==> config.mk <==
export PLATFORM = sky130hd
export DESIGN_NAME = lsq_mem_issue_flat
export DESIGN_NICKNAME = d
export VERILOG_FILES = /design/src/rtl/lsq_mem_issue_pkg.sv /design/src/rtl/lsq_mem_issue_if.sv /design/src/rtl/lsq_mem_issue_load_extend.sv /design/src/rtl/lsq_mem_issue.sv /design/src/flat_wrapper.sv
export SDC_FILE = /design/constraint.sdc
export NUM_CORES = 1
export LEC_CHECK = 0
export CORE_ASPECT_RATIO = 1.5
export CORE_MARGIN = 2
export CORE_UTILIZATION = 30
export DETAILED_ROUTE_END_ITERATION = 16
export HOLD_SLACK_MARGIN = 0.02
export SLEW_MARGIN = 20
export SYNTH_ARGS = -nofsm -noshare
export SYNTH_HDL_FRONTEND = slang
export SYNTH_SLANG_ARGS = --single-unit
==> constraint.sdc <==
create_clock -name clk -period 7.1 [get_ports clk]
set_clock_uncertainty 0.2 [all_clocks]
set_input_delay 1.42 -clock clk [delete_from_list [all_inputs] [get_ports clk]]
set_output_delay 1.42 -clock clk [all_outputs]
set_load 0.02 [all_outputs]
==> src/rtl/lsq_mem_issue_pkg.sv <==
// Shared types for the load/store issue queue: bus encodings, queue entry
// layout and the issue FSM states.
package lsq_mem_issue_pkg;

  localparam int XLEN      = 32;
  localparam int ROB_TAG_W = 5;

  typedef enum logic [1:0] {
    BYTE = 2'd0,
    HALF = 2'd1,
    WORD = 2'd2
  } MEM_SIZE;

  typedef enum logic [1:0] {
    BUS_NONE  = 2'd0,
    BUS_LOAD  = 2'd1,
    BUS_STORE = 2'd2
  } BUS_COMMAND;

  typedef struct packed {
    logic                 is_store;
    logic                 is_unsigned;
    MEM_SIZE              size;
    logic [XLEN-1:0]      addr;
    logic [XLEN-1:0]      data;
    logic [ROB_TAG_W-1:0] tag;
  } lsq_entry_t;

  typedef enum logic [1:0] {
    IDLE  = 2'd0,
    REQ   = 2'd1,
    DRAIN = 2'd2
  } lsq_state_t;

endpackage

==> src/rtl/lsq_mem_issue_if.sv <==
// Dispatch, cache processor-side port and CDB signals of the issue queue.
// master = surrounding pipeline/cache, slave = the queue itself.
interface lsq_mem_issue_if import lsq_mem_issue_pkg::*; #(
  parameter int DEPTH = 8,
  parameter int TAG_W = ROB_TAG_W
);
  localparam int CNT_W = $clog2(DEPTH) + 1;

  logic             flush;

  logic             enq_valid;
  logic             enq_ready;
  logic             enq_is_store;
  logic             enq_unsigned;
  MEM_SIZE          enq_size;
  logic [XLEN-1:0]  enq_addr;
  logic [XLEN-1:0]  enq_data;
  logic [TAG_W-1:0] enq_tag;

  logic [XLEN-1:0]  proc2cache_addr;
  logic [XLEN-1:0]  proc2cache_data;
  MEM_SIZE          proc2cache_size;
  BUS_COMMAND       proc2cache_command;
  logic             cache2proc_valid;
  logic [XLEN-1:0]  cache2proc_data;

  logic             cdb_valid;
  logic [TAG_W-1:0] cdb_tag;
  logic [XLEN-1:0]  cdb_value;
  logic             cdb_is_store;

  logic [CNT_W-1:0] count;

  modport master (
    output flush, enq_valid, enq_is_store, enq_unsigned, enq_size, enq_addr,
           enq_data, enq_tag, cache2proc_valid, cache2proc_data,
    input  enq_ready, proc2cache_addr, proc2cache_data, proc2cache_size,
           proc2cache_command, cdb_valid, cdb_tag, cdb_value, cdb_is_store, count
  );

  modport slave (
    input  flush, enq_valid, enq_is_store, enq_unsigned, enq_size, enq_addr,
           enq_data, enq_tag, cache2proc_valid, cache2proc_data,
    output enq_ready, proc2cache_addr, proc2cache_data, proc2cache_size,
           proc2cache_command, cdb_valid, cdb_tag, cdb_value, cdb_is_store, count
  );

endinterface

==> src/rtl/lsq_mem_issue_load_extend.sv <==
// Combinational load-data sizing and sign/zero extension from the low bits
// of the raw cache word; shared with the store-to-load forwarding path.
module lsq_load_extend import lsq_mem_issue_pkg::*; (
  input  MEM_SIZE         size,
  input  logic            is_unsigned,
  input  logic [XLEN-1:0] raw,
  output logic [XLEN-1:0] value
);

  always_comb begin
    // NOTE: every always_comb output gets a default first so no path infers a latch.
    value = raw;
    case (size)
      BYTE:    value = is_unsigned ? {{(XLEN-8){1'b0}}, raw[7:0]}
                                   : {{(XLEN-8){raw[7]}}, raw[7:0]};
      HALF:    value = is_unsigned ? {{(XLEN-16){1'b0}}, raw[15:0]}
                                   : {{(XLEN-16){raw[15]}}, raw[15:0]};
      default: value = raw;
    endcase
  end

endmodule

==> src/rtl/lsq_mem_issue.sv <==
// In-order load/store issue queue in front of the data cache: circular FIFO,
// one outstanding cache request at a time, completions broadcast on the CDB.
module lsq_mem_issue import lsq_mem_issue_pkg::*; #(
  parameter int DEPTH = 8,
  parameter int TAG_W = ROB_TAG_W
) (
  input  logic clk,
  input  logic rst,
  lsq_mem_issue_if.slave bus
);
  localparam int PTR_W = $clog2(DEPTH);
  localparam int CNT_W = PTR_W + 1;

  lsq_state_t       state, state_next;
  lsq_entry_t       entries [DEPTH];
  lsq_entry_t       enq_entry, head_entry;
  logic [PTR_W-1:0] head, tail;
  logic [CNT_W-1:0] count;
  logic             do_enq, do_pop;
  logic [XLEN-1:0]  load_value;

  logic             cdb_valid_q, cdb_is_store_q;
  logic [TAG_W-1:0] cdb_tag_q;
  logic [XLEN-1:0]  cdb_value_q;

  // No bypass: a full queue refuses enqueue even when the head pops that cycle.
  assign bus.enq_ready = (count != CNT_W'(DEPTH));
  assign do_enq        = bus.enq_valid && bus.enq_ready && !bus.flush;
  assign do_pop        = (state == REQ) && bus.cache2proc_valid && !bus.flush;
  assign head_entry    = entries[head];

  always_comb begin
    enq_entry = '{is_store:    bus.enq_is_store,
                  is_unsigned: bus.enq_unsigned,
                  size:        bus.enq_size,
                  addr:        bus.enq_addr,
                  data:        bus.enq_data,
                  tag:         ROB_TAG_W'(bus.enq_tag)};
  end

  // NOTE: entry storage has no reset; head/tail/count alone decide which slots are live.
  always_ff @(posedge clk) begin
    if (do_enq) entries[tail] <= enq_entry;
  end

  always_ff @(posedge clk) begin
    // NOTE: sequential state uses non-blocking assignments so all registers update together.
    if (!rst) begin
      state <= IDLE;
      head  <= '0;
      tail  <= '0;
      count <= '0;
    end else begin
      state <= state_next;
      if (bus.flush) begin
        head  <= '0;
        tail  <= '0;
        count <= '0;
      end else begin
        if (do_enq) tail <= tail + 1'b1;
        if (do_pop) head <= head + 1'b1;
        count <= count + CNT_W'(do_enq) - CNT_W'(do_pop);
      end
    end
  end

  // The cache's valid is registered, so IDLE always separates two requests.
  always_comb begin
    state_next             = state;
    bus.proc2cache_command = BUS_NONE;
    bus.proc2cache_addr    = '0;
    bus.proc2cache_data    = '0;
    bus.proc2cache_size    = WORD;
    case (state)
      IDLE: begin
        if (!bus.flush && count != '0) state_next = REQ;
      end
      REQ: begin
        bus.proc2cache_command = head_entry.is_store ? BUS_STORE : BUS_LOAD;
        bus.proc2cache_addr    = head_entry.addr;
        bus.proc2cache_data    = head_entry.data;
        bus.proc2cache_size    = head_entry.size;
        if (bus.flush)                 state_next = bus.cache2proc_valid ? IDLE : DRAIN;
        else if (bus.cache2proc_valid) state_next = IDLE;
      end
      DRAIN: begin
        if (bus.cache2proc_valid) state_next = IDLE;
      end
      default: state_next = IDLE;
    endcase
  end

  lsq_load_extend u_load_extend (
    .size        (head_entry.size),
    .is_unsigned (head_entry.is_unsigned),
    .raw         (bus.cache2proc_data),
    .value       (load_value)
  );

  always_ff @(posedge clk) begin
    if (!rst) begin
      cdb_valid_q    <= 1'b0;
      cdb_tag_q      <= '0;
      cdb_value_q    <= '0;
      cdb_is_store_q <= 1'b0;
    end else begin
      cdb_valid_q <= do_pop;
      if (do_pop) begin
        cdb_tag_q      <= TAG_W'(head_entry.tag);
        cdb_value_q    <= head_entry.is_store ? '0 : load_value;
        cdb_is_store_q <= head_entry.is_store;
      end
    end
  end

  assign bus.cdb_valid    = cdb_valid_q;
  assign bus.cdb_tag      = cdb_tag_q;
  assign bus.cdb_value    = cdb_value_q;
  assign bus.cdb_is_store = cdb_is_store_q;
  assign bus.count        = count;

endmodule

==> src/flat_wrapper.sv <==
// flat-port wrapper written by rule: the top's interface ports become plain ports
module lsq_mem_issue_flat import lsq_mem_issue_pkg::*;
#(
  parameter int DEPTH = 8,
  parameter int TAG_W = ROB_TAG_W
)
  (clk, rst, bus_flush, bus_enq_valid, bus_enq_is_store, bus_enq_unsigned, bus_enq_size, bus_enq_addr, bus_enq_data, bus_enq_tag, bus_cache2proc_valid, bus_cache2proc_data, bus_enq_ready, bus_proc2cache_addr, bus_proc2cache_data, bus_proc2cache_size, bus_proc2cache_command, bus_cdb_valid, bus_cdb_tag, bus_cdb_value, bus_cdb_is_store, bus_count);
  lsq_mem_issue_if #(.DEPTH(DEPTH), .TAG_W(TAG_W)) bus_i ();
  input  logic clk;
  input  logic rst;
  input wire logic [$bits(bus_i.flush)-1:0] bus_flush;
  input wire logic [$bits(bus_i.enq_valid)-1:0] bus_enq_valid;
  input wire logic [$bits(bus_i.enq_is_store)-1:0] bus_enq_is_store;
  input wire logic [$bits(bus_i.enq_unsigned)-1:0] bus_enq_unsigned;
  input wire logic [$bits(bus_i.enq_size)-1:0] bus_enq_size;
  input wire logic [$bits(bus_i.enq_addr)-1:0] bus_enq_addr;
  input wire logic [$bits(bus_i.enq_data)-1:0] bus_enq_data;
  input wire logic [$bits(bus_i.enq_tag)-1:0] bus_enq_tag;
  input wire logic [$bits(bus_i.cache2proc_valid)-1:0] bus_cache2proc_valid;
  input wire logic [$bits(bus_i.cache2proc_data)-1:0] bus_cache2proc_data;
  output wire logic [$bits(bus_i.enq_ready)-1:0] bus_enq_ready;
  output wire logic [$bits(bus_i.proc2cache_addr)-1:0] bus_proc2cache_addr;
  output wire logic [$bits(bus_i.proc2cache_data)-1:0] bus_proc2cache_data;
  output wire logic [$bits(bus_i.proc2cache_size)-1:0] bus_proc2cache_size;
  output wire logic [$bits(bus_i.proc2cache_command)-1:0] bus_proc2cache_command;
  output wire logic [$bits(bus_i.cdb_valid)-1:0] bus_cdb_valid;
  output wire logic [$bits(bus_i.cdb_tag)-1:0] bus_cdb_tag;
  output wire logic [$bits(bus_i.cdb_value)-1:0] bus_cdb_value;
  output wire logic [$bits(bus_i.cdb_is_store)-1:0] bus_cdb_is_store;
  output wire logic [$bits(bus_i.count)-1:0] bus_count;
  assign bus_i.flush = bus_flush;
  assign bus_i.enq_valid = bus_enq_valid;
  assign bus_i.enq_is_store = bus_enq_is_store;
  assign bus_i.enq_unsigned = bus_enq_unsigned;
  assign bus_i.enq_size = bus_enq_size;
  assign bus_i.enq_addr = bus_enq_addr;
  assign bus_i.enq_data = bus_enq_data;
  assign bus_i.enq_tag = bus_enq_tag;
  assign bus_i.cache2proc_valid = bus_cache2proc_valid;
  assign bus_i.cache2proc_data = bus_cache2proc_data;
  assign bus_enq_ready = bus_i.enq_ready;
  assign bus_proc2cache_addr = bus_i.proc2cache_addr;
  assign bus_proc2cache_data = bus_i.proc2cache_data;
  assign bus_proc2cache_size = bus_i.proc2cache_size;
  assign bus_proc2cache_command = bus_i.proc2cache_command;
  assign bus_cdb_valid = bus_i.cdb_valid;
  assign bus_cdb_tag = bus_i.cdb_tag;
  assign bus_cdb_value = bus_i.cdb_value;
  assign bus_cdb_is_store = bus_i.cdb_is_store;
  assign bus_count = bus_i.count;
  lsq_mem_issue #(.DEPTH(DEPTH), .TAG_W(TAG_W)) u_core (.clk(clk), .rst(rst), .bus(bus_i));
endmodule
==> out/results.env <==
YOSYS.AREA.TOP_TYPE_SHARE_PCT=72.34
P_SW_mW=1.535
HTREEDEPTH=2
TIMING.HOLD.WORST_PATH_DEPTH=2
DESIGN_POWER_mW=7.543
WORST-ENDPOINT-REQUIRED_NS=5.48
CLOCKPOWERSHARE_PCT=41.9
WORSTSETUPENDPOINTTYPE='primary output'
YS_TOP_CELLS_BY_COUNT='edfxtp_1 (584), mux4_2 (144), nor2_1 (85), mux2i_1 (76), dfxtp_1 (54)'
FLOORPLAN.CORE_AREA_UM2=79930
HOLD_REMOVAL_PATH_CLASS='reg -> reg'
WORST-R2R-CELL-COUNT=6
CLOCK_SINKS=638
ROOT_BUFFER='clkbuf_16'
WORST_SLACK_NS=1.787
POSTLAYOUTCOREUTIL_PCT=37.26
CRITPATHSLOWESTCELL='dfxtp_4'
MAXCAPVIOLATIONS=0
CLOCK_LATENCY_NS=0.65
GP_CONGESTION=0.7234
ROUTE.ANTENNA.REMAINING_NETS=0
HOLD_PATH_END='u_core.bus.cdb_value[15]'
VIAS_PER_CELL=4.744
WL_PER_CELL_UM=22.58
POWER_LEAKAGE_nW=8.924
FINALMAXSLEWVIOLATIONS=0
TIMING.FINAL.HOLD_VIOLATIONS=0
STDCELL_COUNT=2491
GRT_START_MAX_NET_PINS=74
TIGHTESTPINTRANSITION_NS=1.084
IO_BUFFERS=221
CPLARGESTDELAYFAMILY='buffers and inverters'
WORST-R2R-SETUP-SLACK_NS=3.05
SYNTH.YOSYS.WARNINGS=0
GR-TOTAL-OVERFLOW=0
SYNTH_NETS=1289
DETAILEDROUTE.FIRSTITERATIONVIOLATIONS=730
MOST_INSTANTIATED_FLIP_FLOP_CELL_IN_THE_SYNTHESIS_NETLIST='edfxtp_1'
CP_NUM_BUF_INV=3
CTS_TREE='yes'
SLEW_HEADROOM_PCT=27.71
INTPOWER_mW=6.008
FLOORPLAN_DIE_HEIGHT_UM=352.1
WORST_HOLD_SLACK_NS=0.2581
SYN-MEAN-INSTANCE-AREA_UM2=20.70
WORSTPATHARRIVAL_NS=3.69
OUTCOME='completed'
POST_ROUTE_CELLS_DRIVE_ABOVE_1_SHARE_PCT=18.31
SWITCHING_SHARE_PCT=20.35
CLOCK_TREE.BUFFER_DEPTH=3
SETUP_VIOLATIONS=0
CP-START-KIND='flop'
YOSYSSEQAREASHARE_PCT=76.80
POST-ROUTE-DRC-COUNT=0
SYN_INST=1171
TRITONCTS_BUFFER_COUNT=59
NUMBER_OF_POST_CTS_SETUP_REPAIR_BUFFERS=0
DIE_AREA_UM2=83140
CTS_HOLD_BUFFERS=0
WORST_SETUP_HOLD_PATH_CLK_SLEW_NS=0.07
COMBPWRFRAC_PCT=3.3
SYNTH.LIB_CELLS_USED.DISTINCT=38
POWER.SEQUENTIAL.FRACTION_PCT=54.8
FIN_CRIT_NS=5.313
ASYNC_FLOP_SHARE_PCT=0
LARGEST_CELLS_BY_AREA_AFTER_SYNTHESIS='edfxtp_1 (72%), mux4_2 (13%), dfxtp_1 (4.5%)'
FINISH.NET_COUNT=1530
SYNTH_SEQ_CELLS=638
DP_CELL_COUNT=2383
CRITICAL_PATH.MAX_STAGE_DELAY_NS=0.82
POWER-PER-CELL-AREA_nW_PER_UM2=253.3
GLOBAL_ROUTE.USAGE.TOTAL_PCT=13.46
FLOORPLAN.INITIALDENSITY_PCT=30.33
FIN_AREA_UM2=29780
YOSYS.CELL_COUNT.TOP_TYPE='edfxtp_1'
GLOBAL_ROUTE_WIRE_LENGTH_BEFORE_REPAIR_UM=83550
WIRELENGTH_UM=56240
MIN-DELAY-START='u_core.bus.cdb_value[15]'
DRT_PRE_ANTENNA_ITERS=5
NUMBER_OF_GLOBAL_ROUTE_VIAS_BEFORE_REPAIR=12770
GRT_SETUP_UNREPAIRED='no'
FINAL.SETUP.TNS_NS=0
QUANTITY_OF_GATES_RESIZED_FOLLOWING_CTS=0
CRITICAL_PATH.MAX_FANOUT=49
VDD.IR_DROP.WORST_mV=0.1941
PLACE_WORST_SETUP_SLACK_NS=1.966
PLACE.DETAILED.HPWL_UM=34770
SYN-CELL-AREA_UM2=24240
R2R-END='u_core.bus.cdb_value[27]'
GRT_ANTENNA_BEFORE_REPAIR=5
WIDTH_OF_THE_DIE_UM=236.1
SYNTH_TOP_CELL_BY_AREA='edfxtp_1'
AREA.GROWTH.SYNTH_TO_FINAL_PCT=22.87
TIMING_WORST_SETUP_PATH_TYPE='reg -> out'
ACHIEVABLE_FREQ_MHz=188.2
MIN_PERIOD_OVER_PERIOD_PCT=74.83
VIAS=11820
PLACE_AREA_UM2=27830
PIN_COUNT=222
CRITICAL_PATH.CELL_CHAIN='buf_12 > buf_4 > mux4_2 > mux2i_1 > nor2_1 > clkdlybuf4s50_1'
PLACEMENTROWS=127
SYNTH_ENABLE_FLOP_CELLS=584
## worst min-delay path, stage by stage, from the launching register on
cell and delay [ns]:
dfxtp_1 0.33, nand2_1 0.04, o21ai_0 0.06
## worst max-delay path by stage
| stage | depth (start not counted) | endpoint | from | slack, ns |
|---|---|---|---|---|
| 4_1_cts | 5 | bus_proc2cache_data[9] | flop | 1.58 |
| 5_1_grt | 6 | bus_proc2cache_data[31] | flop | 1.48 |
| 3_5_place_dp | 6 | u_core.entries[3][58] | bus_enq_valid | 1.97 |
| 6_report | 6 | bus_proc2cache_data[31] | flop | 1.79 |
| 3_3_place_gp | 6 | u_core.entries[3][53] | bus_enq_valid | 1.88 |
| 2_1_floorplan | 4 | u_core.entries[4][0] | bus_enq_valid | 1.29 |
## cell families after synthesis
kind of cell | synth area share, %
buffers and inverters | 1.203
and+or+nand+nor | 2.658
adders and majority gates | 0.4439
xor gates and xnor gates | 0.1807
muxes | 16.57
DFF | 76.80
AOI/OAI and AO/OA | 2.137
## per-layer routing
| layer | routed length (um) | track usage (%) | vias to the layer above |
|---|---|---|---|
| li1 | - | - | 5233 |
| met1 | 21590 | 15.37 | 6184 |
| met2 | 30840 | 25.58 | 315 |
| met3 | 2634 | 2.387 | 81 |
| met4 | 1153 | 3.618 | 4 |
| met5 | 25 | 0 | - |
## flip-flops by register name (all words and copies together) (netlist names), named ones only
register	cells
u_core.bus.cdb_is_store	1
u_core.bus.cdb_tag	5
u_core.bus.cdb_valid	1
u_core.bus.cdb_value	32
u_core.bus.count	4
u_core.entries	584
u_core.head	3
u_core.state	2
u_core.tail	3
## power groups by stage
stage                     Combinational, mW  Clock (mW)  Sequential (mW)
final                                 0.247        3.16             4.13
after global routing                  0.267        3.38             4.13
after CTS                             0.253        3.25             4.13
after detailed placement              0.252           0             4.22
after global placement                0.247           0             4.21
after floorplan                      0.0868           0             4.22
## layout by cell type (no fill, tap or decap), drive strengths merged, types with 5 or more instances in the layout
cell	Yosys	final
bufinv	0	6
mux4	144	144
o21ai	11	11
nand2	36	36
edfxtp	584	584
clkinv	0	19
a22oi	17	17
a21boi	24	24
buf	27	23
o211a	5	5
nand2b	5	5
clkdlybuf4s50	0	221
dfxtp	54	54
clkbuf	37	73
nor2	85	85
nand3	13	13
inv	6	11
mux2i	77	77
a21oi	15	15
ha	7	7
## cell type report
cell class / instances / area (um2)
diodes: 1 / 2.502
clock buffers: 73 / 1529
clock inverters: 34 / 424.2
fillers: 7187 / 50140
inverters: 6 / 22.52
multi-input cells: 463 / 5413
flip-flops and latches: 638 / 18630
well taps: 1032 / 1291
repair buffers: 244 / 2472
Note: power is estimated with default switching activity, not from simulation.
